[src/rtl/alu_core.sv]
// Registered 16-operation ALU: operands are zero-extended to 2N bits and the
// selected result is captured on every rising clock edge (latency 1, throughput 1).
module alu_core #(
    parameter int N = 4
) (
    input  logic             clk,
    input  logic             reset,
    input  logic [3:0]       op_code,
    input  logic [N-1:0]     inp1,
    input  logic [N-1:0]     inp2,
    output logic [2*N-1:0]   outp
);

    localparam int W = 2 * N;
    localparam logic [W-1:0] ONE_W       = W'(1);
    localparam logic [W-1:0] SHIFT_LIMIT = W'(W);

    typedef enum logic [3:0] {
        OP_ADD  = 4'd0,
        OP_SUB  = 4'd1,
        OP_MUL  = 4'd2,
        OP_AND  = 4'd3,
        OP_OR   = 4'd4,
        OP_XOR  = 4'd5,
        OP_NAND = 4'd6,
        OP_NOR  = 4'd7,
        OP_XNOR = 4'd8,
        OP_NOTA = 4'd9,
        OP_SHL  = 4'd10,
        OP_SHR  = 4'd11,
        OP_INC  = 4'd12,
        OP_DEC  = 4'd13,
        OP_EQ   = 4'd14,
        OP_GT   = 4'd15
    } op_e;

    logic [W-1:0] a_ext;
    logic [W-1:0] b_ext;
    logic [W-1:0] result;
    logic         shift_oob;

    assign a_ext = {{N{1'b0}}, inp1};
    assign b_ext = {{N{1'b0}}, inp2};

    // Shift amounts of 2N or more would move every bit out, so force zero explicitly.
    assign shift_oob = (b_ext >= SHIFT_LIMIT);

    always_comb begin
        result = '0;
        case (op_e'(op_code))
            OP_ADD:  result = a_ext + b_ext;
            OP_SUB:  result = a_ext - b_ext;
            OP_MUL:  result = a_ext * b_ext;
            OP_AND:  result = a_ext & b_ext;
            OP_OR:   result = a_ext | b_ext;
            OP_XOR:  result = a_ext ^ b_ext;
            OP_NAND: result = {{N{1'b0}}, ~(inp1 & inp2)};
            OP_NOR:  result = {{N{1'b0}}, ~(inp1 | inp2)};
            OP_XNOR: result = {{N{1'b0}}, ~(inp1 ^ inp2)};
            OP_NOTA: result = {{N{1'b0}}, ~inp1};
            OP_SHL:  result = shift_oob ? '0 : (a_ext << inp2);
            OP_SHR:  result = shift_oob ? '0 : (a_ext >> inp2);
            OP_INC:  result = a_ext + ONE_W;
            OP_DEC:  result = a_ext - ONE_W;
            OP_EQ:   result = {{(W-1){1'b0}}, (inp1 == inp2)};
            OP_GT:   result = {{(W-1){1'b0}}, (inp1 > inp2)};
            default: result = '0;
        endcase
    end

    always_ff @(posedge clk) begin
        if (reset) begin
            outp <= '0;
        end else begin
            outp <= result;
        end
    end

endmodule

[config.mk]
export PLATFORM = sky130hd
export DESIGN_NAME = alu_core
export DESIGN_NICKNAME = d
export VERILOG_FILES = /design/src/rtl/alu_core.sv
export SDC_FILE = /design/constraint.sdc
export NUM_CORES = 1
export LEC_CHECK = 0
export ABC_AREA = 0
export CAP_MARGIN = 10
export CORE_UTILIZATION = 38
export DETAILED_ROUTE_END_ITERATION = 8
export DONT_BUFFER_PORTS = 1
export GPL_TIMING_DRIVEN = 0
export PLACE_DENSITY_LB_ADDON = 0.1
export SLEW_MARGIN = 30
export SYNTH_ARGS = -nofsm -noshare
export SYNTH_HDL_FRONTEND = slang
export SYNTH_SLANG_ARGS = --single-unit
[constraint.sdc]
create_clock -name clk -period 3.5 [get_ports clk]
set_input_delay 0.7 -clock clk [delete_from_list [all_inputs] [get_ports clk]]
set_output_delay 0.7 -clock clk [all_outputs]
set_load 0.03 [all_outputs]
# ---- Word-level counts from Yosys, hierarchy flattened
# Index checks and enable logic that the tools add are counted.
dict set report word_totals {
  reg_bits 8
  input_bits 14
  output_inout_bits 8
  elab_cells 40
}
dict set report classes {
  n_addsub 4
  mul 1
  order_cmp 2
  eq_ne 16
  shift 2
  muxes 3
  bitwise 10
  reduce_logical 1
}
# operator count
set op_table {}
lappend op_table {{$pmux W8 S16} 1}
lappend op_table {{$eq A4 B4 Y1 const B} 8}
lappend op_table {{$eq A4 B3 Y1 const B} 4}
lappend op_table {{$mux W8} 2}
lappend op_table {{$not A4 Y4} 4}
lappend op_table {{$and A4 B4 Y4} 2}
lappend op_table {{$eq A4 B2 Y1 const B} 2}
lappend op_table {{$mul A4 B4 Y8} 1}
lappend op_table {{$or A4 B4 Y4} 2}
lappend op_table {{$shl A4 B4 Y8} 1}
lappend op_table {{$shr A4 B4 Y8} 1}
lappend op_table {{$xor A4 B4 Y4} 2}
lappend op_table {{$add A4 B1 Y5 const B} 1}
lappend op_table {{$add A4 B4 Y5} 1}
lappend op_table {{$sub A4 B1 Y5 const B} 1}
lappend op_table {{$sub A4 B4 Y5} 1}
lappend op_table {{$eq A4 B1 Y1 const B} 1}
lappend op_table {{$eq A4 B4 Y1} 1}
lappend op_table {{$ge A4 B4 Y1 const B} 1}
lappend op_table {{$gt A4 B4 Y1} 1}
lappend op_table {{$logic_not A4 Y1} 1}

# ---- Depth between registers and ports, before layout
# Gate-level depths: netlist of run 1.
dict set report depth {
  word_depth 3
  depth_mapped 13
  ltp_nobuf 12
}

# ---- Worst setup path after synthesis of run 1
# Ideal clock, no wire load.
dict set report synth_timing {
  kind {in2reg}
  startpoint {input port inp2[1]}
  endpoint {register outp[4]}
  setup_time_ns 0.095
  arrival_time_ns 3.600
  required_ns 3.405
  path_slack_ns -0.195
  stages 13
  path_buffers 2
  path_cell_list {buf_2 -> buf_2 -> nand2_1 -> fa_1 -> inv_1 -> fa_1 -> inv_1 -> fa_1 -> nor2b_1 -> or4_1 -> a21oi_1 -> a211oi_1 -> a221oi_1}
}
dict set report synth_via {
  elab_chain_len 3
  elab_cells_between_ends 9
  classes_between {2 x add/sub; 1 x mul; 1 x order compare; 2 x shift; 3 x mux}
}
# item line_no
set synth_rtl {}
lappend synth_rtl {{start: declaration} 10} ;# input logic [N-1:0] inp2,
lappend synth_rtl {{branches (longest 2 deep; another with $mul A4 B4 Y8)} n/a}
lappend synth_rtl {{$pmux W8 S16 *} 50} ;# case (op_e'(op_code))
lappend synth_rtl {{end signal: assignment} 75} ;# outp <= result;
lappend synth_rtl {{end: declaration} 11} ;# output logic [2*N-1:0] outp
# Every way passes the cells marked *.
# A chain may end at the register's enable or synchronous reset.

# ---- Worst setup path after layout of run 1
# Ends and elaborated chain as after synthesis.

==> metrics.md, run 1 <==
| Metric | Value |
|---|---|
| Unique masters post-synth | `53` |
| CTS sink count | `8` |
| Fill cells | `505` |
| Worst hold path class | `input pin to flip-flop` |
| Ports | `22` |
| Port buffer count | `0` |
| Register bit total from synthesis | `8` |
| Slew at the pin with the worst max-slew slack | `0.626 ns` |
| CP max-delay cell | `fa_1` |
| Max transition margin | `58.1%` |
| Synth Cell Area | `1900 um^2` |
| Post-synthesis sequential area ratio | `8.44%` |
| Max-Cap Viols | `0` |
| LEAKAGE | `0.000924 uW` |
| P per Cell Area | `219 nW/um^2` |
| Regs by FF count | `outp x8` |
| # placed instances | `321` |
| Avg WL per Cell | `19.1 um` |
| CTS tree | `done` |
| Max reg flops | `8` |
| Pre-antenna DRT Iters | `5` |
| First-pass GRT wire length | `9.88 mm` |
| Std cell rows | `25` |
| All-Layer GR Usage | `24.7%` |
| Critical path required time | `3.62 ns` |
| Most common cell on crit path | `fa_1` |
| Slew Limit Fails | `0` |
| Most flops, register | `outp` |
| DRC Markers | `0` |
| Post-DP HPWL | `4.98 mm` |
| Initial DRC Count | `133` |
| Final Hold Violating Endpoints | `0` |
| Syn Inst Count | `254` |
| Maximum clock insertion buffer count | `2` |
| Share of layout cells above drive strength 1 | `11.2%` |
| Fin crit period | `3.39 ns` |
| Place WS | `-0.283 ns` |
| CTS H-tree lvls | `1` |
| Core area | `4750 um^2` |
| Routed Antenna Nets | `0` |
| Vias in the first global route | `1,870` |
| Critical Path Sink Type | `flip-flop` |
| Critical Path Source Type | `input pin` |
| Peak supply drop | `0.000132 V` |
| Total gr overflow | `0` |
| CTS Buf Count | `3` |
| Sequence of cells on the critical path | `buf_6, buf_8, nand2_2, fa_1, inv_2, fa_1, inv_1, fa_2, nor2b_1, or4_4, a21oi_4, a211oi_2, a221oi_1` |
| Number of setup violations in the final report | `0` |
| Status | `finished clean` |
| Synth-to-Final Area Change | `10.6%` |
| Hold buffers post-CTS | `0` |
| CP max stage delay | `0.52 ns` |
| Vias/cell | `5.96` |
| NumNets Final | `312` |
| Die X-Extent | `72.7 um` |
| Post-Syn Nets | `304` |
| DRT Wirelength | `6.23 mm` |
| Slack of the critical path | `0.114 ns` |
| Mapped Avg Cell Area | `7.47 um^2` |
| Initial antenna violation count | `0` |
| Die area | `5280 um^2` |
| Final GP Congestion | `0.944` |
| Via Count | `1,948` |
| CP max FO | `6` |
| Reg clk slew, reported paths | `0.04 ns` |
| Fmax | `295 MHz` |
| Setup Crit Path Kind | `input pin to flip-flop` |
| N_diodes | `0` |
| Die Y | `72.7 um` |
| Async S/R FF share, synth | `0%` |
| Initial Util | `39.9%` |
| Root Buffer | `clkbuf_8` |
| EDFF count, synth | `0` |
| Ys flop type | `dfxtp_1` |
| Critical path arrival | `3.51 ns` |
| Synth Warn # | `0` |
| Part of the cycle the worst path needs | `96.8%` |
| Post-Layout Cell Count | `327` |
| Largest net degree at the start of global routing | `12` |
## power by group
| group | total [uW] | switching (uW) | internal [uW] |
|---|---|---|---|
| Combinational | 243 | 140 | 103 |
| Sequential | 112 | 14.4 | 98.0 |
| Clock | 105 | 31.0 | 74.0 |
| Total | 461 | 185 | 276 |
## final cells by class
type                       instances  area [um^2]  share of cell area [%]
multi-input combinational        210         1610                    76.5
tap                               67         83.8                    3.99
clock buffer                       3         41.3                    1.97
timing repair buffer               3         22.5                    1.07
sequential                         8          160                    7.63
inverter                          22         82.6                    3.93
buffer                            14          103                    4.89
## critical path, delay by kind of cell
kind	cells	cell delay, ns
AO/OA/AOI/OAI	3	0.50
AND/OR/NAND/NOR	3	0.63
buffers and inverters	4	0.30
adder cells (fa/ha/maj)	3	1.37
## routing by layer
metal  track usage [%]  share of wire (%)  vias to the layer above
met4              6.75               0.87                        0
li1                  -                  -                      930
met3              4.01                8.3                        6
met1              35.0                 46                      922
met5                 0                  0                        -
met2              38.5                 44                       90
## path summary, 6_finish.rpt
kind / start / cells after the start / end
max: inp2[1] / 13 / outp[4]
min: op_code[1] / 3 / outp[6]
## synthesized netlist by cell type, types with 4 or more instances
cell type	number	share of area [%]
a211oi_1	7	2.8
mux2i_1	6	3.2
inv_1	22	4.4
nor2b_1	11	3.6
nand2_1	16	3.2
nand2b_1	5	1.6
buf_2	6	1.6
ha_1	30	20
nand3_1	7	1.8
o21ai_0	10	2.6
a31oi_1	4	1.3
xnor2_1	4	1.8
fa_1	6	6.3
a21oi_1	14	3.7
nor3_1	7	1.8
o211ai_1	4	1.6
nor2_1	26	5.1
dfxtp_1	8	8.4
## per-stage QoR
step | setup TNS, ns | total power [uW] | cell area, um^2 | utilization, % | hold WS (ns)
floorplan | 0 | 288 | 1910 | - | 0.936
CTS | 0 | 451 | 2040 | 42.9 | 0.755
detailed placement | -0.311 | 341 | 2000 | 42.1 | 0.985
finish | 0 | 461 | 2100 | 44.2 | 0.763
global route | -0.0144 | 498 | 2100 | 44.2 | 0.778
global placement | -0.347 | 343 | 1990 | 41.9 | 0.978
## layout by cell type (no fill, tap or decap), types with 3 or more instances in the layout
cell,count
clkbuf_8,3
a211oi_1,6
a31oi_1,4
mux2i_1,6
o21a_1,3
o21ai_0,10
nor2_1,25
buf_2,4
nand3_1,7
o211ai_1,4
xnor2_1,4
ha_1,30
o21bai_1,3
nor2b_1,11
dfxtp_1,8
buf_6,3
nand2b_1,5
inv_1,21
o22ai_1,3
fa_1,5
a21oi_1,13
nand2_1,15
buf_4,5
nor3_1,7
a311oi_1,3
a21o_1,3
## cells by family (layout without fill, tap and decap cells)
kind of cell | after synthesis | after routing | synth area share [%]
AOI/OAI and AO/OA | 70 | 70 | 25.4
buffers and inverters | 36 | 42 | 8.70
DFF | 8 | 8 | 8.44
muxes | 8 | 8 | 4.35
adders and majority gates | 36 | 36 | 26.1
xor gates and xnor gates | 5 | 5 | 2.31
and+or+nand+nor | 91 | 91 | 24.7
## repair_timing
item | 4_1_cts | 5_1_grt
buffers inserted | 0 | 3
cloned | 0 | 0
pin swaps | 0 | 6
gates resized for setup | 1 | 11
endpoints found under the hold margin | 0 | 0
endpoints found under the setup margin | 1 | 1
(Power assumes the default switching activity.)
==> run 2, diff against run 1 <==
Settings changed: CORE_MARGIN set to 2.
==> run 2 against run 1 <==
Against the previous run:
- clock-buffer cell count stayed put
- combinational power about the same
- die area grew 5.6%
==> metrics.md, run 2 (synthesized netlist as in run 1, its figures left out) <==
| Metric | Value |
|---|---|
| Status | `finished clean (unchanged)` |
| Post-DP HPWL | `4.89 mm (was 4.98 mm)` |
| Fin crit period | `3.39 ns (about the same)` |
| Number of setup violations in the final report | `0 (unchanged)` |
| Ports | `22 (unchanged)` |
| Fin Hold WS | `0.758 ns (was 0.763 ns)` |
| Largest net degree at the start of global routing | `12 (unchanged)` |
| Worst Setup SP | `inp2[1] (unchanged)` |
| NumNets Final | `312 (unchanged)` |
| Fill cells | `521 (was 505)` |
| Part of the cycle the worst path needs | `97.0% (was 96.8%)` |
| Critical Path Source Type | `input pin (unchanged)` |
| Die X-Extent | `74.7 um (was 72.7 um)` |
| Worst hold path class | `input pin to flip-flop (unchanged)` |
| Met2 Wirelength | `2.60 mm (was 2.77 mm)` |
| Critical Path Sink Type | `flip-flop (unchanged)` |
| DRT Wirelength | `6.01 mm (was 6.23 mm)` |
| Total gr overflow | `0 (unchanged)` |
| Final GP Congestion | `0.979 (was 0.944)` |
| CTS tree | `done (unchanged)` |
| LEAKAGE | `0.000923 uW (was 0.000924 uW)` |
| Critical path required time | `3.62 ns (about the same)` |
| Most common cell after layout, fill and taps aside | `ha_1 (unchanged)` |
| Regs by FF count | `outp x8 (unchanged)` |
| Core area | `4750 um^2 (unchanged)` |
| Share of layout cells above drive strength 1 | `9.62% (was 11.2%)` |
| CTS H-tree lvls | `1 (unchanged)` |
| Std cell rows | `25 (unchanged)` |
| Max-Cap Viols | `0 (unchanged)` |
| Max transition margin | `61.4% (was 58.1%)` |
| CTS sink count | `8 (unchanged)` |
| Most flops, register | `outp (unchanged)` |
| Root Buffer | `clkbuf_8 (unchanged)` |
| Max reg flops | `8 (unchanged)` |
| Routed Antenna Nets | `0 (unchanged)` |
| Wire length on met3 | `611 um (was 519 um)` |
| Initial antenna violation count | `0 (unchanged)` |
| Pre-antenna DRT Iters | `5 (unchanged)` |
| First-pass GRT wire length | `9.47 mm (was 9.88 mm)` |
| CTS Buf Count | `3 (unchanged)` |
| Peak supply drop | `0.000125 V (was 0.000132 V)` |
| Initial DRC Count | `175 (was 133)` |
| Final Hold Violating Endpoints | `0 (unchanged)` |
| DRC Markers | `0 (unchanged)` |
| P per Cell Area | `221 nW/um^2 (was 219 nW/um^2)` |
| Vias in the first global route | `1,814 (was 1,870)` |
| Slew at the pin with the worst max-slew slack | `0.578 ns (was 0.626 ns)` |
| Port buffer count | `0 (unchanged)` |
| Routed length on met1 | `2.65 mm (was 2.89 mm)` |
| N_diodes | `0 (unchanged)` |
| Vias/cell | `5.97 (was 5.96)` |
| CP max FO | `6 (unchanged)` |
| Reg clk slew, reported paths | `0.04 ns (about the same)` |
| All-Layer GR Usage | `22.7% (was 24.7%)` |
| Setup Crit Path Kind | `input pin to flip-flop (unchanged)` |
| Avg WL per Cell | `18.4 um (was 19.1 um)` |
| Slew Limit Fails | `0 (unchanged)` |
| Hold path depth | `3 (unchanged)` |
| Critical path arrival | `3.52 ns (was 3.51 ns)` |
| Hold_sp | `op_code[1] (unchanged)` |
| Die area | `5580 um^2 (was 5280 um^2)` |
| Via Count | `1,951 (was 1,948)` |
| Synth-to-Final Area Change | `9.69% (was 10.6%)` |
| Tot Pwr | `460 uW (was 461 uW)` |
| Maximum clock insertion buffer count | `2 (unchanged)` |
| Most frequent cells in the layout | `ha_1, nor2_1, inv_1 (unchanged)` |
| Fmax | `295 MHz (about the same)` |
| RSZ-0062 raised after global routing | `no` |
| Min-Delay Endpoint | `outp[6] (unchanged)` |
| Initial Util | `39.9% (unchanged)` |
| Die Y | `74.7 um (was 72.7 um)` |
| Top layer in use | `met4 (unchanged)` |
==> run 2: cell counts in the layout (fill, tap and decap cells not counted) <==
Identical to the previous run, type by type.
==> run 2: final cells by class <==
| class | instances | area, um^2 | area share, % |
|---|---|---|---|
| repair buffers | 3 | 22.5 | 1.08 |
| inverters | 22 | 82.6 | 3.97 |
| plain buffers | 14 | 103 | 4.93 |
| multi-input cells | 210 | 1590 | 76.3 |
| well taps | 67 | 83.8 | 4.03 |
| clock buffers | 3 | 41.3 | 1.98 |
| flip-flops and latches | 8 | 160 | 7.69 |
==> run 2: worst max-delay path, stage by stage <==
cell      delay [ns]
buf_6           0.10
buf_8           0.10
nand2_1         0.07
fa_1            0.49
inv_1           0.05
fa_1            0.53
inv_1           0.06
fa_2            0.33
nor2b_1         0.14
or4_4           0.42
a21oi_2         0.15
a211oi_1        0.08
a221oi_1        0.29
==> run 2: through the flow <==
step	TNS, ns	util [%]	std cells	instance area (um^2)	setup slack (ns)
6_report	0	43.8	327	2080	0.106
5_1_grt	0	43.8	327	2080	0.00309
4_1_cts	0	42.8	324	2040	0.00921
3_5_place_dp	-0.342	41.9	321	1990	-0.296
3_3_place_gp	-0.374	41.9	321	1990	-0.287
2_1_floorplan	0	-	254	1910	0.0189
==> run 2: worst max-delay path by stage <==
stage                    to  slack, ns  cells past startpoint
global placement    outp[4]      -0.29                     12
CTS                 outp[4]      0.009                     13
global route        outp[4]      0.003                     13
finish              outp[4]       0.11                     13
floorplan           outp[4]       0.02                     13
detailed placement  outp[4]      -0.30                     12
==> run 2: metal layers <==
| layer | vias up | global-route usage [%] |
|---|---|---|
| met5 | - | 0 |
| li1 | 930 | - |
| met3 | 16 | 3.35 |
| met4 | 0 | 9.13 |
| met1 | 887 | 32.1 |
| met2 | 118 | 34.8 |
==> run 2: report_power, final <==
| group | switching, uW | total (uW) | internal (uW) |
|---|---|---|---|
| Sequential | 14.4 | 112 | 98.0 |
| Combinational | 138 | 241 | 103 |
| Clock | 32.7 | 107 | 74.2 |
==> run 2: what timing repair did <==
item	CTS	global route
pin swaps	0	4
endpoints found under the setup margin	1	1
resized for setup	1	6
hold buffers	0	0
setup buffers	0	3
==> run 3, diff against run 2 <==
Settings changed: MAX_ROUTING_LAYER set to met4.
==> run 3 against run 2 <==
Against the previous run:
- via count fell by 1.0%
- largest cell class unchanged
- core utilization barely moved
- largest power group unchanged
- routed wire length rose by 2.5%
- clock-buffer cell count did not move
- critical path depth fell by 1
- critical path type unchanged
- sequential power barely moved
- hold slack improved by 0.0073 ns
==> metrics.md, run 3 (synthesized netlist as in run 1, its figures left out) <==
| Metric | Value |
|---|---|
| First-pass GRT wire length | `9.92 mm (was 9.47 mm)` |
| Critical Path Sink Type | `flip-flop (unchanged)` |
| Post-DP HPWL | `4.90 mm (was 4.89 mm)` |
| Routed length on met1 | `2.82 mm (was 2.65 mm)` |
| Std cell rows | `25 (unchanged)` |
| Fmax | `294 MHz (was 295 MHz)` |
| LEAKAGE | `0.000918 uW (was 0.000923 uW)` |
| Worst hold path class | `input pin to flip-flop (unchanged)` |
| Most common cell after layout, fill and taps aside | `ha_1 (unchanged)` |
| Most common cell on crit path | `fa_1` |
| Setup Crit Path Kind | `input pin to flip-flop (unchanged)` |
| Vias in the first global route | `1,831 (was 1,814)` |
| Root Buffer | `clkbuf_8 (unchanged)` |
| Final GP Congestion | `0.951 (was 0.979)` |
| Vias/cell | `5.92 (was 5.97)` |
| Via Count | `1,931 (was 1,951)` |
| Regs by FF count | `outp x8 (unchanged)` |
| Port buffer count | `0 (unchanged)` |
| Status | `finished clean (unchanged)` |
| Logic pwr share | `52.3% (about the same)` |
| Ports | `22 (unchanged)` |
| Final Hold Violating Endpoints | `0 (unchanged)` |
| Critical path arrival | `3.55 ns (was 3.52 ns)` |
| Number of setup violations in the final report | `0 (unchanged)` |
| Wire length on met3 | `575 um (was 611 um)` |
| CTS Buf Count | `3 (unchanged)` |
| Die Y | `74.7 um (unchanged)` |
| Initial antenna violation count | `0 (unchanged)` |
| Fin crit period | `3.41 ns (was 3.39 ns)` |
| Die X-Extent | `74.7 um (unchanged)` |
| Switch Pwr | `189 uW (was 185 uW)` |
| Total gr overflow | `0 (unchanged)` |
| CP max stage delay | `0.54 ns (was 0.53 ns)` |
| Maximum clock insertion buffer count | `2 (unchanged)` |
| All-Layer GR Usage | `24.5% (was 22.7%)` |
| Slack of the critical path | `0.0946 ns (was 0.106 ns)` |
| Critical Path Source Type | `input pin (unchanged)` |
| Sequence of cells on the critical path | `clkbuf_2, nand2_1, fa_1, inv_1, fa_1, inv_2, fa_2, nor2b_1, or4_4, a21oi_2, a211oi_2, a221oi_2 (was buf_6, buf_8, nand2_1, fa_1, inv_1, fa_1, inv_1, fa_2, nor2b_1, or4_4, a21oi_2, a211oi_1, a221oi_1)` |
| Critical path required time | `3.64 ns (was 3.62 ns)` |
| Peak supply drop | `0.000130 V (was 0.000125 V)` |
| Most flops, register | `outp (unchanged)` |
| P per Cell Area | `223 nW/um^2 (was 221 nW/um^2)` |
| NumNets Final | `311 (was 312)` |
| Pre-antenna DRT Iters | `6 (was 5)` |
| Avg WL per Cell | `18.9 um (was 18.4 um)` |
| CTS sink count | `8 (unchanged)` |
| Switch share | `40.7% (was 40.2%)` |
| Slew Limit Fails | `0 (unchanged)` |
| Met2 Wirelength | `2.66 mm (was 2.60 mm)` |
| Hold path depth | `3 (unchanged)` |
| Cell internal pwr | `275 uW (about the same)` |
| Max reg flops | `8 (unchanged)` |
| CP max-delay cell | `fa_1 (unchanged)` |
| Part of the cycle the worst path needs | `97.3% (was 97.0%)` |
| Max-Cap Viols | `0 (unchanged)` |
| Core area | `4750 um^2 (unchanged)` |
| N_diodes | `0 (unchanged)` |
| Routed Antenna Nets | `0 (unchanged)` |
| Fin Hold WS | `0.765 ns (was 0.758 ns)` |
| CTS tree | `done (unchanged)` |
| Clock network power share | `23.6% (was 23.2%)` |
| Place WS | `-0.303 ns (was -0.296 ns)` |
| Initial Util | `39.9% (unchanged)` |
| Reg clk slew, reported paths | `0.04 ns (about the same)` |
| Share of layout cells above drive strength 1 | `10.4% (was 9.62%)` |
| Sequential share of power | `24.2% (was 24.4%)` |
| Max transition margin | `60.7% (was 61.4%)` |
| DRC Markers | `0 (unchanged)` |
| DRT Wirelength | `6.16 mm (was 6.01 mm)` |
| Die area | `5580 um^2 (unchanged)` |
| Initial DRC Count | `144 (was 175)` |
| Top layer in use | `met4 (unchanged)` |
| Synth-to-Final Area Change | `9.76% (was 9.69%)` |
| Largest net degree at the start of global routing | `12 (unchanged)` |
| Most frequent cells in the layout | `ha_1, nor2_1, inv_1 (unchanged)` |
| Slew at the pin with the worst max-slew slack | `0.588 ns (was 0.578 ns)` |
| CP max FO | `7 (was 6)` |
| CTS H-tree lvls | `1 (unchanged)` |
-- run 3: path summary, 6_finish.rpt --
kind	end	from
worst max-delay path	outp[4]	inp1[2]
worst min-delay path	outp[6]	op_code[0]
-- run 3: through the flow --
stage / area [um^2] / util, % / total power, uW / instances / setup TNS, ns
floorplan: 1910 / - / 288 / 254 / 0
CTS: 2040 / 43.0 / 456 / 324 / 0
global placement: 1990 / 41.9 / 343 / 321 / -0.345
detailed placement: 1990 / 41.9 / 343 / 321 / -0.391
finish: 2080 / 43.8 / 465 / 326 / 0
global route: 2080 / 43.8 / 500 / 326 / -0.00400
-- run 3: layer usage --
| layer | vias up | track usage [%] |
|---|---|---|
| met2 | 100 | 36.0 |
| met5 | - | - |
| met4 | 0 | 7.54 |
| met3 | 11 | 2.81 |
| met1 | 889 | 35.1 |
| li1 | 931 | - |
-- run 3: cell type report --
| cell class | instances | area (um^2) |
|---|---|---|
| buffer | 14 | 100 |
| clock buffer | 3 | 41.3 |
| fill | 517 | 2670 |
| inverter | 22 | 82.6 |
| multi-input combinational | 210 | 1600 |
| sequential | 8 | 160 |
| tap | 67 | 83.8 |
| timing repair buffer | 2 | 15.0 |
-- run 3: power by group through the flow --
| stage | combinational (uW) | sequential, uW | clock [uW] |
|---|---|---|---|
| floorplan | 174 | 114 | 0 |
| global placement | 229 | 114 | 0 |
| detailed placement | 229 | 114 | 0 |
| CTS | 231 | 112 | 112 |
| finish | 243 | 112 | 109 |
| global route | 271 | 113 | 116 |
-- run 3: repair_timing --
item                       CTS  global route
pin swaps                    0             4
setup endpoints to repair    1             1
resized for setup            3             5
hold buffers                 0             0
buffers inserted             0             2
-- run 3: critical path: cells and delay by family --
kind	cells	cell delay (ns)
buf+inv	3	0.27
fa+ha+maj	3	1.36
simple gates	3	0.67
compound gates	3	0.53
